**config.mk**
```make
export PLATFORM = sky130hd
export DESIGN_NAME = pipe_hazard_ctrl
export DESIGN_NICKNAME = d
export VERILOG_FILES = /design/src/rtl/pipe_hazard_ctrl.sv
export SDC_FILE = /design/constraint.sdc
export NUM_CORES = 1
export LEC_CHECK = 0
export CORE_UTILIZATION = 45
export DETAILED_ROUTE_END_ITERATION = 12
export PLACE_DENSITY = 0.74
export REMOVE_ABC_BUFFERS = 1
export SLEW_MARGIN = 20
export SYNTH_ARGS = -nofsm -noshare
export SYNTH_HDL_FRONTEND = slang
export SYNTH_SLANG_ARGS = --single-unit
```
**constraint.sdc**
```tcl
create_clock -name cpu_clk -period 2.8 [get_ports cpu_clk]
set_input_delay 0.56 -clock cpu_clk [delete_from_list [all_inputs] [get_ports cpu_clk]]
set_output_delay 0.56 -clock cpu_clk [all_outputs]
set_load 0.005 [all_outputs]
```
**src/rtl/pipe_hazard_ctrl.sv**
```systemverilog
// pipe_hazard_ctrl: pipeline sequencing for the in-order core.
// Drives IF/ID and ID/EX register controls and PC write enable, resolving
// external memory stalls, taken-branch flushes, multi-cycle EX ops and
// load-use hazards. Keeps free-running stall and flush counters.
// Stage control encoding: 2'b01 run, 2'b00 flush, 2'b10 stall.
// There is no valid/ready handshake here: every control output is a
// per-cycle level that the pipeline registers obey unconditionally.
module pipe_hazard_ctrl #(
    parameter int MC_LAT = 4,   // stall cycles of a multi-cycle op, 1..255
    parameter int CNT_W  = 32
) (
    input  logic             cpu_clk,
    input  logic             reset,        // asynchronous, active low
    input  logic [4:0]       id_rs1,
    input  logic [4:0]       id_rs2,
    input  logic             id_uses_rs2,
    input  logic [4:0]       ex_rd,
    input  logic             ex_is_load,
    input  logic             ex_is_mc,
    input  logic             br_taken,
    input  logic             ext_stall,
    output logic [1:0]       enb_if_id,
    output logic [1:0]       enb_id_ex,
    output logic             pc_we,
    output logic             haz,
    output logic [CNT_W-1:0] stall_cnt,
    output logic [CNT_W-1:0] flush_cnt,
    output logic [1:0]       dbg_state
);

    typedef enum logic [1:0] {
        RUN    = 2'd0,
        MCBUSY = 2'd1,
        MCDONE = 2'd2
    } state_t;

    localparam logic [1:0] ENB_RUN   = 2'b01;
    localparam logic [1:0] ENB_FLUSH = 2'b00;
    localparam logic [1:0] ENB_STALL = 2'b10;
    localparam logic [7:0] MC_INIT   = 8'(MC_LAT - 1);

    state_t     state, state_nx;
    logic [7:0] mc_cnt, mc_nx;
    logic       flush_inc;
    logic       lu;

    // Load-use: EX load writes a nonzero register the IF/ID instruction reads.
    assign lu = ex_is_load && (ex_rd != 5'd0) &&
                ((ex_rd == id_rs1) || (id_uses_rs2 && (ex_rd == id_rs2)));

    assign dbg_state = state;

    // Next-state and Mealy outputs; reset low forces all controls off.
    always_comb begin
        state_nx  = state;
        mc_nx     = mc_cnt;
        flush_inc = 1'b0;
        enb_if_id = ENB_RUN;
        enb_id_ex = ENB_RUN;
        pc_we     = 1'b1;
        haz       = 1'b0;
        if (ext_stall) begin
            // Freeze the front end; state and mc_cnt hold in every state.
            enb_if_id = ENB_STALL;
            enb_id_ex = ENB_STALL;
            pc_we     = 1'b0;
            haz       = 1'b1;
        end else begin
            case (state)
                RUN: begin
                    if (br_taken) begin
                        enb_if_id = ENB_FLUSH;
                        enb_id_ex = ENB_FLUSH;
                        flush_inc = 1'b1;
                    end else if (ex_is_mc) begin
                        enb_if_id = ENB_STALL;
                        enb_id_ex = ENB_STALL;
                        pc_we     = 1'b0;
                        haz       = 1'b1;
                        mc_nx     = MC_INIT;
                        state_nx  = (MC_LAT == 1) ? MCDONE : MCBUSY;
                    end else if (lu) begin
                        enb_if_id = ENB_STALL;
                        enb_id_ex = ENB_FLUSH;
                        pc_we     = 1'b0;
                        haz       = 1'b1;
                    end
                end
                MCBUSY: begin
                    // Branch and load-use cannot apply while the op owns EX.
                    enb_if_id = ENB_STALL;
                    enb_id_ex = ENB_STALL;
                    pc_we     = 1'b0;
                    haz       = 1'b1;
                    mc_nx     = mc_cnt - 8'd1;
                    if (mc_cnt == 8'd1) state_nx = MCDONE;
                end
                MCDONE: begin
                    // The op leaves EX now, so ex_is_mc is still high but stale.
                    if (lu) begin
                        enb_if_id = ENB_STALL;
                        enb_id_ex = ENB_FLUSH;
                        pc_we     = 1'b0;
                        haz       = 1'b1;
                    end
                    state_nx = RUN;
                end
                default: state_nx = RUN;
            endcase
        end
        if (!reset) begin
            enb_if_id = ENB_FLUSH;
            enb_id_ex = ENB_FLUSH;
            pc_we     = 1'b0;
            haz       = 1'b0;
            flush_inc = 1'b0;
        end
    end

    // State register and multi-cycle down-counter.
    always_ff @(posedge cpu_clk or negedge reset) begin
        if (!reset) begin
            state  <= RUN;
            mc_cnt <= 8'd0;
        end else begin
            state  <= state_nx;
            mc_cnt <= mc_nx;
        end
    end

    // Performance counters, wrapping naturally at 2^CNT_W.
    always_ff @(posedge cpu_clk or negedge reset) begin
        if (!reset) begin
            stall_cnt <= '0;
            flush_cnt <= '0;
        end else begin
            if (haz)       stall_cnt <= stall_cnt + {{(CNT_W-1){1'b0}}, 1'b1};
            if (flush_inc) flush_cnt <= flush_cnt + {{(CNT_W-1){1'b0}}, 1'b1};
        end
    end

endmodule

```
==> results.md, run 1 <==
* Top_reg_cell synth: dfrtp_1
* Worst Tran Pin Value at 0.835 ns
* GRT Total Usage at between 10% and 20%
* Htree depth at 3
* Worst R2R Setup Slack at ~0.57 ns
* Skew final at between 0.008 and 0.009 ns
* NetSw at between 0.8 and 0.9 mW
* Flop pwr share at between 40 and 50%
* WL final at 7880 um
* Final Total Pwr at about 2.8 mW
* Seq cells post-synth at 74
* Final Util at between 60% and 70%
* Crit path launch: br_taken
* Syn Inst Count at about 340
* Die X at roughly 93 um
* Top Layer Used: met4
* Vias in the first global route at 2838
* CP most frequent cell: clkdlybuf4s50_1
* Setup crit end kind: output port
* Area of the multi-input gates at between 1500 and 2000 um2
* Reg clk slew, reported paths at around 0.08 ns
* Switching share of power at a little under a third
* Largest delay share family, worst path: buffers and inverters
* XOR/XNOR Fraction of Synth Area at between 10% and 20%
* Die span in y at ~93 um
* R2R cell count at 8
* CP Capture Point: enb_id_ex[1]
* Pin count of the biggest net entering global routing at 67
* Critical path type: in -> out
* Post-synthesis average cell area at around 11 um2
* DR vias at roughly 2900
* Status: completed
* Hpwl dp at just under 6000 um
* Clock share of power at between 20% and 30%
* Core Area at between 7000 and 8000 um2
* CP Max Fanout at 4
* Register area share after synthesis at between 40% and 50%
* I/O Buffers at between 90 and 100
* Post-synthesis compound-gate area fraction at under 10%
* Yosys warns at 0
* RR Startpoint: stall_cnt[0]$_DFFE_PN0P_
* Async set-reset flop share out of synthesis at 100%
* CTS tree: yes
* Relative slew slack at between 40% and 50%
* Slowest CP cell: clkdlybuf4s50_1
* Share of layout cells above drive strength 1 at about 15%
* Post-synthesis cell type count at 50
* Commonest non-fill, non-tap cell in the layout: clkdlybuf4s50_1
* Int Pwr at 1.96 mW
* Remaining Overflow, GRT at 0
* F_max at about 0.38 GHz
* Synth Area in Adders at between 1 and 1.5%
* Ratio of final minimum period to clock period at a little over nine tenths
* First-iteration detailed-routing DRC count at 73
* Clock sinks at 74
* Starting Density at roughly 47%
* CTS root buffer: clkbuf_8
* # IOs at 94
* Post-synth EDFFs at 0
* Post-Syn Area at ~3700 um2
* Commonest non-fill, non-tap cells in the layout: clkdlybuf4s50_1, dfrtp_1, xnor2_1
* Non-Filler Instances at roughly 570
* WL met3 at 398 um
* Hold/Removal Path Class: in -> async
* Die Area at approximately 8700 um2
* IR drop worst, VDD at 0.000378 V
* Routed wl met2 at approximately 3600 um
* TNS Setup at 0 ns
* Vias per inst at slightly above 5
* CTS Buffer Depth at 2
* Inst Count DP at between 500 and 600
* Cell Chain, Critical Path: clkdlybuf4s50_1 -> nand2b_1 -> a21oi_1 -> o21a_1 -> clkdlybuf4s50_1
* WL met1 at 3780 um
* Mux cell area share after synthesis at less than 1%
* Top cell type's share of synthesized area at 49.5%
* Final Hold Slack at 0.0614 ns
* Clk_lat worst skew at 0.34 ns
* First-pass GRT wire length at ~13000 um
* Post-synth top area cell: dfrtp_1
* Nets at 488
* Antenna violations before repair at 0
* Num rows at 32
* Crit. path cell count at 5
* Ant. Diodes at 0
* CTS buffer count at 9
* Final setup fails at 0
* Combinational Power Share at about 25%
* Area Overhead vs Synth at 36.0%
* DRC Markers at 0
* Largest family of logic cells by synthesized area: simple AND/OR/NAND/NOR gates
* Wire per inst at 13.8 um
* Hold Vio Cnt, Final at 0
* CP max stage delay at around 0.54 ns
* Reg area at between 1500 and 2000 um2
* Min Tclk post-route at approximately 2.6 ns
* Reg-to-reg endpoint: stall_cnt[22]$_DFFE_PN0P_
* Pleak at about 2.3 nW
* Post-DRT Antenna Nets at 0
* Power per cell area at 554 nW/um2
* Global placement routability congestion at ~0.75
* Startpoint types: primary input
* Final Max Slew Viols at 0
* CP required at ~2.2 ns
* Fill count at approximately 640
* CP bufs+invs at 2
* Critical path arrival at between 2 and 2.5 ns
* Simple-Gate Fraction of Synth Area at roughly a quarter
* DRT Pass-1 Iters at 4
* Max-cap violations at 0
* RSZ-0062 raised after global routing: no
* Synth area leaders: dfrtp_1, xnor2_1, xor2_1, nand2_1, nor2_1
-- metrics by stage --
step                      setup WS (ns)  area [um2]
after floorplan                   0.479        3670
after global placement           -0.348        4890
final                             0.151        5090
after global routing             0.0465        5090
after detailed placement         -0.356        4890
after CTS                      0.000340        5070
-- cells by family after synthesis --
| kind of cell | Yosys count |
|---|---|
| AND/OR/NAND/NOR | 151 |
| XOR/XNOR | 76 |
| flip-flops | 74 |
| AO/OA/AOI/OAI | 20 |
| buffers and inverters | 17 |
| adder cells (fa/ha/maj) | 4 |
| multiplexers | 2 |
-- synthesized netlist by cell type, drive strengths merged, types with 6 or more instances --
cell type  count
dfrtp         74
and3          10
buf            7
nor2          28
inv            9
xor2          30
xnor2         46
nand3         16
nor3          13
nand4         17
nand2         33
nor3b          6
-- routing by layer --
layer | GRT usage [%] | vias up
met2 | 30.5 | 78
met1 | 26.9 | 1410
met4 | 7.56 | 0
li1 | - | 1419
met3 | 5.20 | 8
met5 | 0 | -
-- timing repair --
item,4_1_cts,5_1_grt
setup endpoints to repair,5,4
pin swaps,5,3
hold buffers,0,0
setup buffers,1,0
gates resized for setup,20,5
-- state kept, by name, summed over array words and instances, names as in the netlist --
name       count
flush_cnt     32
dbg_state      2
stall_cnt     32
mc_cnt         8
-- how the worst min path moves through the flow --
stage               slack (ns)  cells after the start  start                        end
floorplan                 0.26                      0  reset   dbg_state[0]$_DFFE_PN0P_
CTS                       0.04                      1  reset  stall_cnt[11]$_DFFE_PN0P_
detailed placement        0.42                      1  reset   dbg_state[1]$_DFFE_PN0P_
global placement          0.42                      1  reset      mc_cnt[0]$_DFFE_PN0P_
finish                    0.06                      1  reset  stall_cnt[13]$_DFFE_PN0P_
global route              0.05                      1  reset   dbg_state[1]$_DFFE_PN0P_
-- power by group through the flow --
stage / combinational [mW] / sequential (mW) / clock [mW]
after floorplan: 0.333 / 1.37 / 0
final: 0.703 / 1.36 / 0.758
after CTS: 0.710 / 1.36 / 0.788
after global routing: 0.792 / 1.38 / 0.845
after detailed placement: 0.703 / 1.38 / 0
after global placement: 0.684 / 1.37 / 0
-- area by class of cell --
| type | count | share of cell area [%] |
|---|---|---|
| Timing Repair Buffer | 115 | 21.4 |
| Multi-Input combinational cell | 253 | 35.5 |
| Inverter | 9 | 0.664 |
| Clock buffer | 12 | 3.05 |
| Clock inverter | 4 | 0.516 |
| Sequential cell | 74 | 36.4 |
| Tap cell | 102 | 2.51 |
(Power assumes the default switching activity.)
==> run 2: changes to the inputs <==
--- a/config.mk
+++ b/config.mk
@@ -5,6 +5,7 @@
 export SDC_FILE = /design/constraint.sdc
 export NUM_CORES = 1
 export LEC_CHECK = 0
+export CAP_MARGIN = 20
 export CORE_UTILIZATION = 45
 export DETAILED_ROUTE_END_ITERATION = 12
 export PLACE_DENSITY = 0.74
==> constraint.sdc (replaced) <==
create_clock -name cpu_clk -period 3.05 [get_ports cpu_clk]
set_input_delay 0.61 -clock cpu_clk [delete_from_list [all_inputs] [get_ports cpu_clk]]
set_output_delay 0.61 -clock cpu_clk [all_outputs]
set_load 0.005 [all_outputs]
==> results.md, run 2 (synthesized netlist as in run 1, its figures left out) <==
* Global placement routability congestion at 0.765 (+1.3%)
* F_max at ~0.34 GHz
* Vias in the first global route at 2790 (-1.7%)
* DR vias at 2865 (-1.7%)
* Core Area at 7890 um2 (unchanged)
* Final setup fails at 0 (unchanged)
* Clock sinks at 74 (unchanged)
* Remaining Overflow, GRT at 0 (unchanged)
* DRC Markers at 0 (unchanged)
* Inst Count DP at 544 (-1.4%)
* Commonest non-fill, non-tap cells in the layout: clkdlybuf4s50_1, dfrtp_1, xnor2_1
* Num rows at 32 (unchanged)
* Hpwl dp at 5760 um (-1.5%)
* CP max stage delay at 0.55 ns (about the same)
* Combinational Power Share at 23.5% (-1.4 points)
* Wire per inst at 13.8 um (-0.29%)
* Vias per inst at 5.11 (-0.31%)
* Share of layout cells above drive strength 1 at 12.6% (-1.9 points)
* Final Total Pwr at 2.60 mW (-7.7%)
* Ratio of final minimum period to clock period at a little over nine tenths
* Antenna violations before repair at 0 (unchanged)
* CTS root buffer: clkbuf_8
* Die X at 93.2 um (unchanged)
* R2R cell count at 7 (-1)
* Critical path arrival at 2.35 ns (+0.26 ns)
* Setup crit end kind: output port
* CTS Buffer Depth at 2 (unchanged)
* Min Tclk post-route at between 2 and 3 ns
* Status: completed
* Reg clk slew, reported paths at 0.07 ns (about the same)
* Clk_lat worst skew at 0.33 ns (about the same)
* Critical path type: in -> out
* Power per cell area at 518 nW/um2 (-6.5%)
* Area of the multi-input gates at 1810 um2 (unchanged)
* CP Max Fanout at 3 (-1)
* Final Max Slew Viols at 0 (unchanged)
* Non-Filler Instances at 561 (-1.4%)
* Hold Vio Cnt, Final at 0 (unchanged)
* Int Pwr at 1.82 mW (-7.0%)
* Relative slew slack at 42.5% (-1.9 points)
* Max-cap violations at 0 (unchanged)
* GRT Total Usage at 19.1% (-0.75 points)
* Switching share of power at 29.9% (-0.50 points)
* Reg area at 1850 um2 (unchanged)
* # IOs at 94 (unchanged)
* Startpoint types: primary input
* Die span in y at 93.2 um (unchanged)
* NetSw at 0.779 mW (-9.2%)
* WL final at 7740 um (-1.7%)
* Clock share of power at 28.1% (+1.2 points)
* RR Startpoint: stall_cnt[0]$_DFFE_PN0P_
* Post-DRT Antenna Nets at 0 (unchanged)
* Regs by FF count: flush_cnt x32, stall_cnt x32, mc_cnt x8
* Area Overhead vs Synth at 34.3%
* Fill count at 646 (+0.78%)
* Starting Density at 47.5% (unchanged)
* Hold-fix buffers, CTS at 0 (unchanged)
* Pleak at 2.28 nW (-2.9%)
* Commonest non-fill, non-tap cell in the layout: clkdlybuf4s50_1
* RSZ-0062 raised after global routing: no
* First-pass GRT wire length at 13000 um (-2.6%)
* Worst R2R Setup Slack at 0.85 ns (+0.28 ns)
* Slowest CP cell: or4_4
* Hold/Removal Path Class: in -> async
* First-iteration detailed-routing DRC count at 83 (+14%)
* CTS tree: yes
* Flop pwr share at 48.4% (+0.2 points)
* Worst Tran Pin Value at 0.863 ns (+0.0283 ns)
* Cell Chain, Critical Path: clkdlybuf4s50_1 -> or4_4 -> o211ai_4 -> buf_6 -> nor3b_1 -> a21o_1 -> clkbuf_2
* Htree depth at 3 (unchanged)
* Die Area at 8690 um2 (unchanged)
* Nets at 480 (-1.6%)
* I/O Buffers at 93 (unchanged)
* Skew final at 0.00683 ns (-0.00137 ns)
* DRT Pass-1 Iters at 4 (unchanged)
* CP required at 2.44 ns (+0.20 ns)
* CTS buffer count at 9 (unchanged)
* Ant. Diodes at 0 (unchanged)
* IR drop worst, VDD at 0.000290 V (-23%)
* Reg-to-reg endpoint: stall_cnt[22]$_DFFE_PN0P_
* Pin count of the biggest net entering global routing at 72 (+7.5%)
-- run 2: repair_timing --
action                                  CTS  global route
endpoints found under the setup margin    5             3
resized for setup                         6            10
pin swaps                                 2             4
setup buffers                             0             1
cloned                                    0             0
hold endpoints to repair                  0             0
-- run 2: final cells by class --
class / instances / share of cell area, %
Timing Repair Buffer: 107 / 20.3
Clock inverter: 5 / 1.10
Sequential cell: 74 / 36.8
Inverter: 9 / 0.672
Clock buffer: 11 / 2.61
Multi-Input combinational cell: 253 / 36.0
Tap cell: 102 / 2.54
-- run 2: stage by stage --
stage	hold WS [ns]	util [%]	setup slack, ns	instance area (um2)	TNS [ns]
floorplan	0.314	-	0.629	3670	0
global placement	0.438	61.2	-0.197	4830	-0.893
detailed placement	0.437	61.2	-0.229	4830	-1.01
CTS	0.0712	63.6	0.00603	5010	0
finish	0.0879	63.7	0.0945	5030	0
global route	0.0752	63.7	0.0220	5030	0
-- run 2: worst max-delay path by stage --
stage | start | to | slack [ns] | cells after the start
global route | ex_rd[2] | pc_we | 0.02 | 7
floorplan | ex_rd[1] | haz | 0.63 | 4
CTS | ex_rd[1] | haz | 0.006 | 7
finish | ex_rd[2] | haz | 0.09 | 7
detailed placement | ex_rd[1] | enb_id_ex[0] | -0.23 | 6
global placement | ex_rd[1] | pc_we | -0.20 | 7
-- run 2: power by group through the flow --
| stage | sequential (mW) | combinational [mW] | clock (mW) |
|---|---|---|---|
| after floorplan | 1.25 | 0.305 | 0 |
| after global placement | 1.27 | 0.597 | 0 |
| after detailed placement | 1.28 | 0.614 | 0 |
| after CTS | 1.26 | 0.611 | 0.750 |
| after global routing | 1.28 | 0.684 | 0.793 |
| final | 1.26 | 0.611 | 0.732 |
-- run 2: layer usage --
metal | up-vias | GRT usage [%] | wire [um]
li1 | 1404 | - | -
met1 | 1376 | 25.8 | 3630
met2 | 77 | 30.3 | 3620
met3 | 8 | 4.07 | 381
met4 | 0 | 7.05 | 108
met5 | - | 0 | 0
-- run 2: critical path: cells and delay by family --
kind / cells / cell delay, ns
buffers and inverters: 3 / 0.67
AND/OR/NAND/NOR: 2 / 0.60
AO/OA/AOI/OAI: 2 / 0.47
